--- src/rtl/relu_maxpool.sv ---
// relu_maxpool: streaming ReLU followed by a 2x2 / stride-2 max-pool.
//
// Consumes one feature map in raster order and emits the pooled map in raster order.
// Frames are delimited only by the internal row/col counters, so they run back to back.
//
// Ports
//   clk        in   1       clock, rising edge
//   rstb       in   1       asynchronous active-low reset
//   in_valid   in   1       in_data is valid
//   in_ready   out  1       stage accepts in_data this cycle (combinational)
//   in_data    in   DATA_W  signed conv output pixel
//   out_valid  out  1       out_data is valid
//   out_ready  in   1       downstream accepts out_data
//   out_data   out  DATA_W  pooled pixel (always >= 0)
//   out_last   out  1       with out_valid: last pooled pixel of the frame
module relu_maxpool #(
    parameter int unsigned DATA_W    = 32,
    parameter int unsigned FMAP_SIZE = 13
) (
    input  logic              clk,
    input  logic              rstb,
    input  logic              in_valid,
    output logic              in_ready,
    input  logic [DATA_W-1:0] in_data,
    output logic              out_valid,
    input  logic              out_ready,
    output logic [DATA_W-1:0] out_data,
    output logic              out_last
);

    localparam int unsigned OUT_SIZE  = FMAP_SIZE / 2;
    localparam int unsigned POOL_SPAN = 2 * OUT_SIZE;
    // One extra value of headroom so POOL_SPAN itself is representable.
    localparam int unsigned CNT_W     = $clog2(FMAP_SIZE + 1);
    localparam int unsigned LB_W      = (OUT_SIZE > 1) ? $clog2(OUT_SIZE) : 1;

    localparam logic [CNT_W-1:0] FMAP_LAST = CNT_W'(FMAP_SIZE - 1);
    localparam logic [CNT_W-1:0] SPAN      = CNT_W'(POOL_SPAN);
    localparam logic [CNT_W-1:0] SPAN_LAST = CNT_W'(POOL_SPAN - 1);
    localparam logic [CNT_W-1:0] CNT_ONE   = CNT_W'(1);

    // Signed maximum at DATA_W bits.
    function automatic logic signed [DATA_W-1:0] smax(
        input logic signed [DATA_W-1:0] a,
        input logic signed [DATA_W-1:0] b
    );
        return (a > b) ? a : b;
    endfunction

    logic [CNT_W-1:0]         col;
    logic [CNT_W-1:0]         row;
    logic signed [DATA_W-1:0] hold;
    logic signed [DATA_W-1:0] linebuf [OUT_SIZE];

    logic                     accept_c;
    logic                     active_c;
    logic                     emit_c;
    logic                     last_c;
    logic [LB_W-1:0]          lb_idx_c;
    logic signed [DATA_W-1:0] relu_c;
    logic signed [DATA_W-1:0] pair_max_c;
    logic signed [DATA_W-1:0] quad_max_c;

    // Handshake: a held output blocks input unless it is drained this cycle.
    assign in_ready = !out_valid || out_ready;
    assign accept_c = in_valid && in_ready;

    // Pixels beyond the pooled span (odd FMAP_SIZE) are counted but ignored.
    assign active_c = (col < SPAN) && (row < SPAN);
    assign lb_idx_c = LB_W'(col >> 1);

    assign relu_c     = in_data[DATA_W-1] ? '0 : $signed(in_data);
    assign pair_max_c = smax(hold, relu_c);
    assign quad_max_c = smax(pair_max_c, linebuf[lb_idx_c]);

    // Bottom-right pixel of a window completes it.
    assign emit_c = accept_c && active_c && col[0] && row[0];
    assign last_c = (row == SPAN_LAST) && (col == SPAN_LAST);

    // Raster position counters, advanced on accept only.
    always_ff @(posedge clk or negedge rstb) begin
        if (!rstb) begin
            col <= '0;
            row <= '0;
        end else if (accept_c) begin
            if (col == FMAP_LAST) begin
                col <= '0;
                row <= (row == FMAP_LAST) ? '0 : row + CNT_ONE;
            end else begin
                col <= col + CNT_ONE;
            end
        end
    end

    // Left-column pixel of the current window row.
    always_ff @(posedge clk or negedge rstb) begin
        if (!rstb) begin
            hold <= '0;
        end else if (accept_c && active_c && !col[0]) begin
            hold <= relu_c;
        end
    end

    // Top-row pair maxima; every entry is written on the even row before the odd row reads it.
    always_ff @(posedge clk) begin
        if (accept_c && active_c && col[0] && !row[0]) begin
            linebuf[lb_idx_c] <= pair_max_c;
        end
    end

    // Output register: a new window result may replace a value consumed in the same cycle.
    always_ff @(posedge clk or negedge rstb) begin
        if (!rstb) begin
            out_valid <= 1'b0;
            out_data  <= '0;
            out_last  <= 1'b0;
        end else if (emit_c) begin
            out_valid <= 1'b1;
            out_data  <= quad_max_c;
            out_last  <= last_c;
        end else if (out_valid && out_ready) begin
            out_valid <= 1'b0;
            out_last  <= 1'b0;
        end
    end

endmodule

--- config.mk ---
export PLATFORM = sky130hd
export DESIGN_NAME = relu_maxpool
export DESIGN_NICKNAME = d
export VERILOG_FILES = /design/src/rtl/relu_maxpool.sv
export SDC_FILE = /design/constraint.sdc
export NUM_CORES = 1
export LEC_CHECK = 0
export ABC_AREA = 1
export BUFFER_PORTS_ARGS = -buffer_cell sky130_fd_sc_hd__buf_2
export CAP_MARGIN = 20
export CORE_ASPECT_RATIO = 0.8
export CORE_UTILIZATION = 25
export CTS_BUF_LIST = sky130_fd_sc_hd__clkbuf_16
export CTS_CLUSTER_SIZE = 20
export DETAILED_ROUTE_END_ITERATION = 10
export PLACE_DENSITY = 0.51
export SETUP_SLACK_MARGIN = 0.3
export SLEW_MARGIN = 25
export SYNTH_ARGS = -nofsm -noshare
export SYNTH_HDL_FRONTEND = slang
export SYNTH_SLANG_ARGS = --single-unit
--- constraint.sdc ---
create_clock -name clk -period 9.26 [get_ports clk]
set_input_delay 0.926 -clock clk [delete_from_list [all_inputs] [get_ports clk]]
set_output_delay 0.926 -clock clk [all_outputs]
set_load 0.005 [all_outputs]
=== Yosys cells after proc, flatten, opt, wreduce, memory -nomap -nowiden ===
Memory sizes are Yosys's and may differ from the RTL's.
Cells that the tools add are included.

* Output and inout port bits: 35
* Bits in latches: 0
* Bits of input ports: 36
* Bits in read-only memories: 0
* Logic and storage cells: 42
* RAM bits: 192
* Memories: 1
* Flip-flop bits (word level): 74

* Order comparisons: 4
* Multipliers: 0
* Muxes and demuxes: 10
* $add $sub $neg: 2
* Reductions and logical operators: 15
* Bitwise logic cells: 0
* Divide/modulo/power cells: 0
* Equality and inequality tests: 4
* Shifts and indexed selects: 0

{| class="wikitable"
|+ Memory list
! name !! words !! width !! rd ports !! clocked after Yosys merged registers in !! wr ports !! RTL line !! source
|-
| linebuf || 6 || 32 || 1 || 0 || 1 || 53 || <nowiki>logic signed [DATA_W-1:0] linebuf [OUT_SIZE];</nowiki>
|}

{| class="wikitable"
|+ Operators with widths
! cell !! count
|-
| $gt 32x32->1 || 2
|-
| $mux 32 || 2
|-
| $mux 31 || 1
|-
| $eq 4x4->1 const B || 4
|-
| $logic_and 1x1->1 || 9
|-
| $add 4x1->4 const B || 2
|-
| $lt 4x4->1 const B || 2
|-
| $mux 4 || 2
|-
| $mux 1 || 5
|-
| $logic_not 1->1 || 3
|-
| $reduce_and 2->1 || 1
|-
| $reduce_bool 2->1 || 1
|-
| $logic_or 1x1->1 || 1
|}

=== Logic depth before layout (Yosys ltp) ===
Gate-level depths: netlist (run 1).

* Depth after elaboration: 8
* Mapped depth: 34
* Mapped depth without buffers: 31

=== Worst setup path after synthesis (run 1) ===
OpenSTA, ideal clock, no wires.

* Path kind: input to register
* Start: input port in_data[31]
* End: register out_data[10]
* Required time: 9142 ps
* Setup slack: 4213 ps
* Stages on the path: 28
* Buffers on the path: 5
* Data arrival time: 4929 ps
* Cells stage by stage: inv_1 clkbuf_1 clkbuf_1 nand2_1 ha_1 a21o_1 nor2_1 nand2_1 a21oi_1 nand2_2 nand2_2 clkbuf_1 clkbuf_1 nand2_1 o21ai_0 inv_1 ha_1 a21oi_1 o21ai_0 nand4_1 a31oi_1 a2111oi_0 nand2_2 nand2_4 buf_6 nand2_1 nand3_1 nand2_1

* Longest elaborated chain between the ends: 5

{| class="wikitable"
|+ Ends and longest elaborated chain
! what !! RTL line !! source
|-
| start, declared || 24 || <nowiki>input logic [DATA_W-1:0] in_data,</nowiki>
|-
| $mux 31 (*) || 72 || <nowiki>assign relu_c = in_data[DATA_W-1] ? '0 : $signed(in_data);</nowiki>
|-
| $gt 32x32->1 || 47 || <nowiki>return (a > b) ? a : b;</nowiki>
|-
| $mux 32 (*) || 47 ||
|-
| named net pair_max_c[19] || 61 || <nowiki>logic signed [DATA_W-1:0] pair_max_c;</nowiki>
|-
| $gt 32x32->1 (*) || 47 ||
|-
| $mux 32 (*) || 47 ||
|-
| end signal, assigned || 119 || <nowiki>out_data <= quad_max_c;</nowiki>
|-
| end, declared || 27 || <nowiki>output logic [DATA_W-1:0] out_data,</nowiki>
|}

The timed path passes the listed nets; every way through them passes the cells marked *.
A chain may end at the register's enable or synchronous reset.

=== Worst setup path after layout (run 1) ===
* Start: input port in_data[31]
* End: register out_data[7]

The elaborated chain is that of the path after synthesis.

==> results of run 1 <==
[cell usage in the layout, fill, tap and decap left out, drive strengths merged, types with 18 or more instances in the layout]
cell type / instances
nand3: 72
clkbuf: 26
edfxtp: 186
a21oi: 43
nor2: 86
dfrtp: 72
nand2: 298
a211oi: 18
inv: 101
ha: 65
buf: 86
o21ai: 96
[synthesized netlist by cell type (all sizes together)]
cell type,number,share of area
o41ai,1,0.00072
a31oi,2,0.0010
clkinv,1,0.00031
nor2,86,0.027
a221oi,9,0.0065
dfrtp,72,0.15
nand2,298,0.094
o22ai,3,0.0016
a211oi,18,0.011
buf,15,0.0077
o21a,1,0.00062
xnor2,1,0.00072
nor3,5,0.0021
nor4b,1,0.0012
nand4,14,0.0072
clkbuf,40,0.012
nor4,2,0.0010
o2111a,5,0.0047
and3,2,0.0010
a21oi,43,0.018
o221a,1,0.00093
edfxtp,186,0.46
conb,1,0.00031
inv,96,0.030
nand3,72,0.030
a22oi,5,0.0031
a2111oi,1,0.00072
o21ai,96,0.040
a22o,15,0.011
o211ai,9,0.0056
ha,65,0.067
a21o,3,0.0019
[routing by layer]
metal / vias up / wire [um] / share of wire
li1: 4171 / - / -
met1: 4252 / 16780 / 0.49
met2: 228 / 15190 / 0.44
met3: 30 / 1796 / 0.053
met4: 2 / 420 / 0.012
met5: - / 8 / 0.00023
[sequential cells by signal, summed over array words and instances, names as in the netlist]
signal / cells
col: 4
row: 4
hold: 31
out_valid: 1
linebuf: 186
out_last: 1
out_data: 31
[critical path: stages]
cell     delay [ps]
buf_2           100
inv_1           630
nand2_1         230
ha_1            390
nand2_1          90
nor2_1          150
inv_1            50
nor2_1           90
nand2_1          60
nand2_1         120
nand2_1          80
nand2_2         100
nand2_4         310
o21ai_0         640
inv_1           260
ha_1            370
nand4_1         120
nor3_1          390
nand4_1         850
nand2_4         710
nand2_1          90
nand3_1          90
nand2_1          60
[report_power, final]
group          internal, mW  switching (mW)
clock network         0.677           0.460
registers              1.64           0.151
logic                 0.775            1.77
total                  3.09            2.38
[cells by family after synthesis]
family / Yosys count / share of synthesized area
simple gates: 480 / 0.1632
flops: 258 / 0.6113
compound gates: 212 / 0.1070
buf+inv: 152 / 0.05022
fa+ha+maj: 65 / 0.06730
xor+xnor: 1 / 0.0007249
other cells: 1 / 0.0003103
[layout make-up]
class | count | area, um^2 | share of cell area
sequential | 258 | 7388 | 0.5253
timing repair buffer | 86 | 475.5 | 0.03380
multi-input combinational | 759 | 4153 | 0.2952
clock buffer | 26 | 650.6 | 0.04626
clock inverter | 22 | 259.0 | 0.01841
inverter | 97 | 364.1 | 0.02589
tap | 620 | 775.7 | 0.05515
[path summary, 6_finish.rpt]
kind,start,to,cells past startpoint,slack [ps]
min in group clk,out_data[18],out_data[18],2,480
hold / removal,rstb,hold[25],1,290
hold reg to reg,out_data[18],out_data[18],2,480
max in group asynchronous,rstb,col[3],2,7890
setup / recovery,in_data[31],out_data[7],23,2720
setup reg to reg,hold[14],out_data[7],20,3730
[through the flow]
stage,hold slack [ps],worst slack [ps],util,total power [mW],instance area (um^2)
floorplan,472.6,4213,-,3.539,12080
global placement,463.1,1849,0.2778,4.333,13150
global route,310.5,1956,0.2971,5.892,14070
detailed placement,464.7,1808,0.2778,4.359,13150
finish,292.9,2716,0.2971,5.467,14070
CTS,281.4,2382,0.2970,5.513,14060
==> run summary, run 1 <==
Outcome -> finished, final reports clean
Die H -> 198.6 um
Final Hold Fails -> 0
Max-cap violations -> 0
Nets -> 1329
Resize count post-CTS -> 0
Syn nets -> 1270
Synth Warn # -> 0
CP Launch Type -> input port
RSZ-0062 raised after global routing -> false
Root buffer cell -> clkbuf_16
Fmax -> 152.8 MHz
Wirelength per Cell -> 18.31 um
Port bufs -> 69
Post-Syn Area per Cell -> 10.34 um^2
CP Capture Type -> flip-flop
Post-CTS Hold Buffers -> 0
Power per cell area -> 388.6 nW/um^2
Initial DRC count -> 631
Sequential share of the synthesized area -> 0.6113
Gr ovfl total -> 0
Placed cells -> 1820
GR Util All Layers -> 0.1390
Routed via count -> 8683
Fillcell total -> 4863
HP Class -> in2async
Number of routed nets with antenna violations -> 0
Synth Register Bits -> 258
Fin. max-slew vios -> 0
H-tree depth -> 1
Met1 Use GR -> 0.2069
Routed WL -> 34.20 mm
P_leak -> 5.715 nW
CTS sink cnt -> 258
Critical path fanouts, max -> 60
Worst Max-Slew Pin Slew -> 1002 ps
Max rail drop VDD -> 0.0002210 V
Vias per cell -> 4.648
Critical path class -> in2reg
Die area -> 49230 um^2
Worst-skew pair later-pin latency -> 560 ps
Mapped Cells -> 1169
Critical Path RT -> 9690 ps
Core Area -> 47350 um^2
Gpl congestion -> 0.8236
Max clock buf depth -> 3
Initial Util -> 0.2552
DR DRC count -> 0
Die W -> 247.8 um
Finished Layout Cells -> 1868
Num ports -> 71
Clock skew -> 28.97 ps
Setup TNS -> 0 ps
Netlist cell types -> 40
CP arrival -> 6970 ps
Grt peak-use layer -> met2
Largest net degree at the start of global routing -> 63
CTS tree -> built
Setup Buffers After CTS -> 0
Num CTS Buffers -> 26
Area Growth Syn to Fin -> 16.40%
Final worst-path cycle share -> 0.7066
Final setup viols -> 0
Met3 Track Usage GR -> 0.02307
Max_slew headroom -> 0.3252
Number of global-route vias before repair -> 8247
Met2 usage -> 0.2140
Post-route minimum period -> 6544 ps
Share of cells above drive strength 1 -> 0.1154
DP HPWL -> 21.86 mm
First-pass GRT wire length -> 51.43 mm
Antenna violations before repair -> 2
Clk pin slew, worst setup/hold paths -> 70 ps
TritonRoute pass-1 iters -> 7
Antenna fix cells -> 0
Synthesized cell area -> 12080 um^2
Row count -> 71
Note: power is estimated with default switching activity, not from simulation.
==> inputs of run 2 (changes only) <==
ABC_AREA = 0   (was 1)
PLACE_DENSITY = 0.52   (was 0.51)
clock period = 5.3 ns   (was 9.26 ns; I/O delays follow)
==> run 2 against run 1 <==
Effect of this change:
- first-iteration DRC count increased by 8.9%
- register-to-register slack got worse by 3200 ps
- largest power group unchanged
- global-route usage about the same
- via count decreased by 3.1%
- critical path depth decreased by 2
- synthesized cell count decreased by 18%
==> run summary, run 2 <==
Max clock buf depth -> 3
Count leader, synth -> edfxtp_1
Final worst-path cycle share -> 0.8935
Synth Warn # -> 0
Synth Register Bits -> 258
Placed cell area -> 13740 um^2
Critical-path cell list -> ha_1 -> and3_1 -> a221o_1 -> o21ai_1 -> a311oi_2 -> or2_1 -> buf_4 -> o21ai_1 -> buf_4 -> ha_1 -> a211oi_1 -> o21bai_1 -> a31oi_1 -> o211ai_1 -> a211oi_2 -> buf_4 -> a2111oi_4 -> buf_4 -> clkbuf_16 -> o211ai_1 -> o211ai_2
HP Class -> in2reg
CP Launch Type -> flip-flop
Commonest non-fill, non-tap cell in the layout -> edfxtp_1
Die W -> 249.5 um
Worst path max stage delay -> 400 ps
DP HPWL -> 23.62 mm
Hold Crit Depth -> 4
Most frequent cells after synthesis -> edfxtp_1 (186), o21ai_0 (119), nand2_1 (96), dfrtp_1 (72), ha_1 (65)
Routed WL -> 35.20 mm
Gr ovfl total -> 0
Mapped Cells -> 956
Sequential share of the synthesized area -> 0.6028
Placed cells -> 1656
First-pass GRT wire length -> 52.44 mm
Reg2reg start -> hold[30]
Critical path class -> reg2reg
Crit path top cell by count -> buf_4
Power per cell area -> 625.2 nW/um^2
Crit-path slowest cell -> dfrtp_1
Num CTS Buffers -> 28
Clock skew -> 15.55 ps
Port bufs -> 69
Reg-to-reg slack, setup -> 560 ps
Initial Util -> 0.2533
Max-cap violations -> 0
Number of synthesized flops with an enable pin -> 186
Largest area contributor in the netlist -> edfxtp_1
Most frequent cells in the layout -> edfxtp_1 (186), o21ai_0 (104), nand2_1 (95)
Outcome -> finished, final reports clean
Worst Reg-to-Reg Cells -> 21
Post-synth top flop -> edfxtp_1
Die H -> 200.0 um
Hold path startpoint -> out_ready
Fillcell total -> 4788
Vias per cell -> 4.920
Post-Syn Area per Cell -> 12.82 um^2
Die area -> 49920 um^2
Routed via count -> 8418
Critical path fanouts, max -> 15
Hold Crit Endpoint -> out_last
Worst Max-Slew Pin Slew -> 1019 ps
CTS sink cnt -> 258
Core Area -> 48380 um^2
Worst-skew pair later-pin latency -> 560 ps
Root buffer cell -> clkbuf_16
Clk pin slew, worst setup/hold paths -> 70 ps
GR Util All Layers -> 0.1392
Nets -> 1161
Number of global-route vias before repair -> 8118
Num ports -> 71
P_leak -> 5.623 nW
Number of routed nets with antenna violations -> 0
Post-route minimum period -> 4736 ps
Share of cells above drive strength 1 -> 0.2264
Max rail drop VDD -> 0.0004199 V
Initial DRC count -> 687
Area Growth Syn to Fin -> 20.81%
Antenna fix cells -> 0
Critical Path RT -> 5720 ps
CP Capture Type -> flip-flop
Final Hold Fails -> 0
Post-synth top area share -> 0.4557
TritonRoute pass-1 iters -> 5
Netlist cell types -> 52
CTS tree -> built
Antenna violations before repair -> 0
CP top delay family -> compound AO/OA/AOI/OAI gates
RSZ-0062 raised after global routing -> false
H-tree depth -> 1
DR DRC count -> 0
Wirelength per Cell -> 20.57 um
Worst R2R End -> out_data[15]
Gpl congestion -> 0.8198
Largest net degree at the start of global routing -> 62
Row count -> 72
Final setup viols -> 0
Max reg flops -> 186
Number of buffers and inverters on the critical path -> 5
Post-synth ARST share -> 0.2791
Hold WS -> 265.3 ps
Synth area leaders -> edfxtp_1 (46%), dfrtp_1 (15%), ha_1 (6.6%), o21ai_0 (4.9%), mux4_2 (3.3%)
Finished Layout Cells -> 1711
Fin. max-slew vios -> 0
Largest Register -> linebuf
CP arrival -> 5150 ps
Synthesized cell area -> 12260 um^2
Syn nets -> 1057
Top Registers -> linebuf: 186 flops, hold: 31 flops, out_data: 31 flops
Max_slew headroom -> 0.3191
Fmax -> 211.2 MHz
Cell area after layout -> 14810 um^2
run 2: changes by cell type after synthesis, sizes merged, moves of 12 or more:
cell / before / now
inv: 96 / 10
o211ai: 9 / 44
nor2: 86 / 31
o311ai: 0 / 17
nand2: 298 / 96
o21ai: 96 / 121
nand3: 72 / 11
a22o: 15 / 0
mux4: 0 / 18
or3: 0 / 12
mux2i: 0 / 40
nand2b: 0 / 35
run 2: cell families (layout without fill, tap and decap cells):
| family | Yosys count | in the layout | share of synthesized area |
|---|---|---|---|
| flip-flops | 258 | 258 | 0.6028 |
| XOR/XNOR | 2 | 2 | 0.001430 |
| adder cells (fa/ha/maj) | 65 | 65 | 0.06636 |
| AND/OR/NAND/NOR | 214 | 214 | 0.08157 |
| other | 1 | 1 | 0.0003060 |
| multiplexers | 68 | 68 | 0.07494 |
| AO/OA/AOI/OAI | 278 | 278 | 0.1471 |
| buffers and inverters | 70 | 196 | 0.02552 |
run 2: what timing repair did:
action / CTS / global route
hold endpoints to repair: 33 / 0
hold buffers: 1 / 0
setup endpoints to repair: 0 / 31
buffers inserted: 0 / 1
resized for setup: 0 / 27
run 2: routing by layer:
layer | part of all wire | wire [um] | track usage | up-vias
li1 | - | - | - | 3896
met1 | 0.49 | 17390 | 0.2097 | 4249
met2 | 0.44 | 15340 | 0.2129 | 240
met3 | 0.058 | 2050 | 0.02165 | 33
met4 | 0.012 | 414 | 0.02172 | 0
met5 | 0 | 0 | 0 | -
run 2: worst max-delay path by stage:
| stage | from | end | slack (ps) | cells past startpoint |
|---|---|---|---|---|
| finish | hold[30] | out_data[15] | 560 | 21 |
| CTS | in_data[31] | out_data[25] | 320 | 21 |
| global placement | in_data[31] | out_data[25] | -230 | 21 |
| global route | hold[7] | out_data[12] | 290 | 20 |
| detailed placement | in_data[31] | out_data[29] | -260 | 21 |
| floorplan | in_data[31] | out_data[11] | 330 | 21 |
run 2: report_power, final:
group	switching (mW)	internal [mW]
sequential	0.352	2.77
combinational	2.60	1.56
clock	0.820	1.16
total	3.77	5.48
run 2: cell type report:
cell class / instances / area [um^2] / area share
repair buffers: 134 / 957.2 / 0.06465
inverters: 10 / 37.54 / 0.002535
well taps: 629 / 787.0 / 0.05316
flip-flops and latches: 258 / 7395 / 0.4995
clock buffers: 28 / 700.7 / 0.04733
clock inverters: 24 / 226.5 / 0.01530
multi-input cells: 628 / 4702 / 0.3176
run 2: through the flow:
stage	worst slack (ps)	total power, mW	setup TNS [ps]	util
after floorplan	329.0	5.490	0	-
after global placement	-229.2	7.160	-5907	0.2835
after detailed placement	-256.4	7.219	-6821	0.2841
after CTS	323.1	9.217	0	0.3035
after global routing	286.7	9.820	0	0.3060
final	564.3	9.256	0	0.3060
run 2: tightest hold or removal path, cell delays in order:
cell and delay, ps:
buf_2 80, nand2_1 40, nand3_1 70, o41ai_1 60
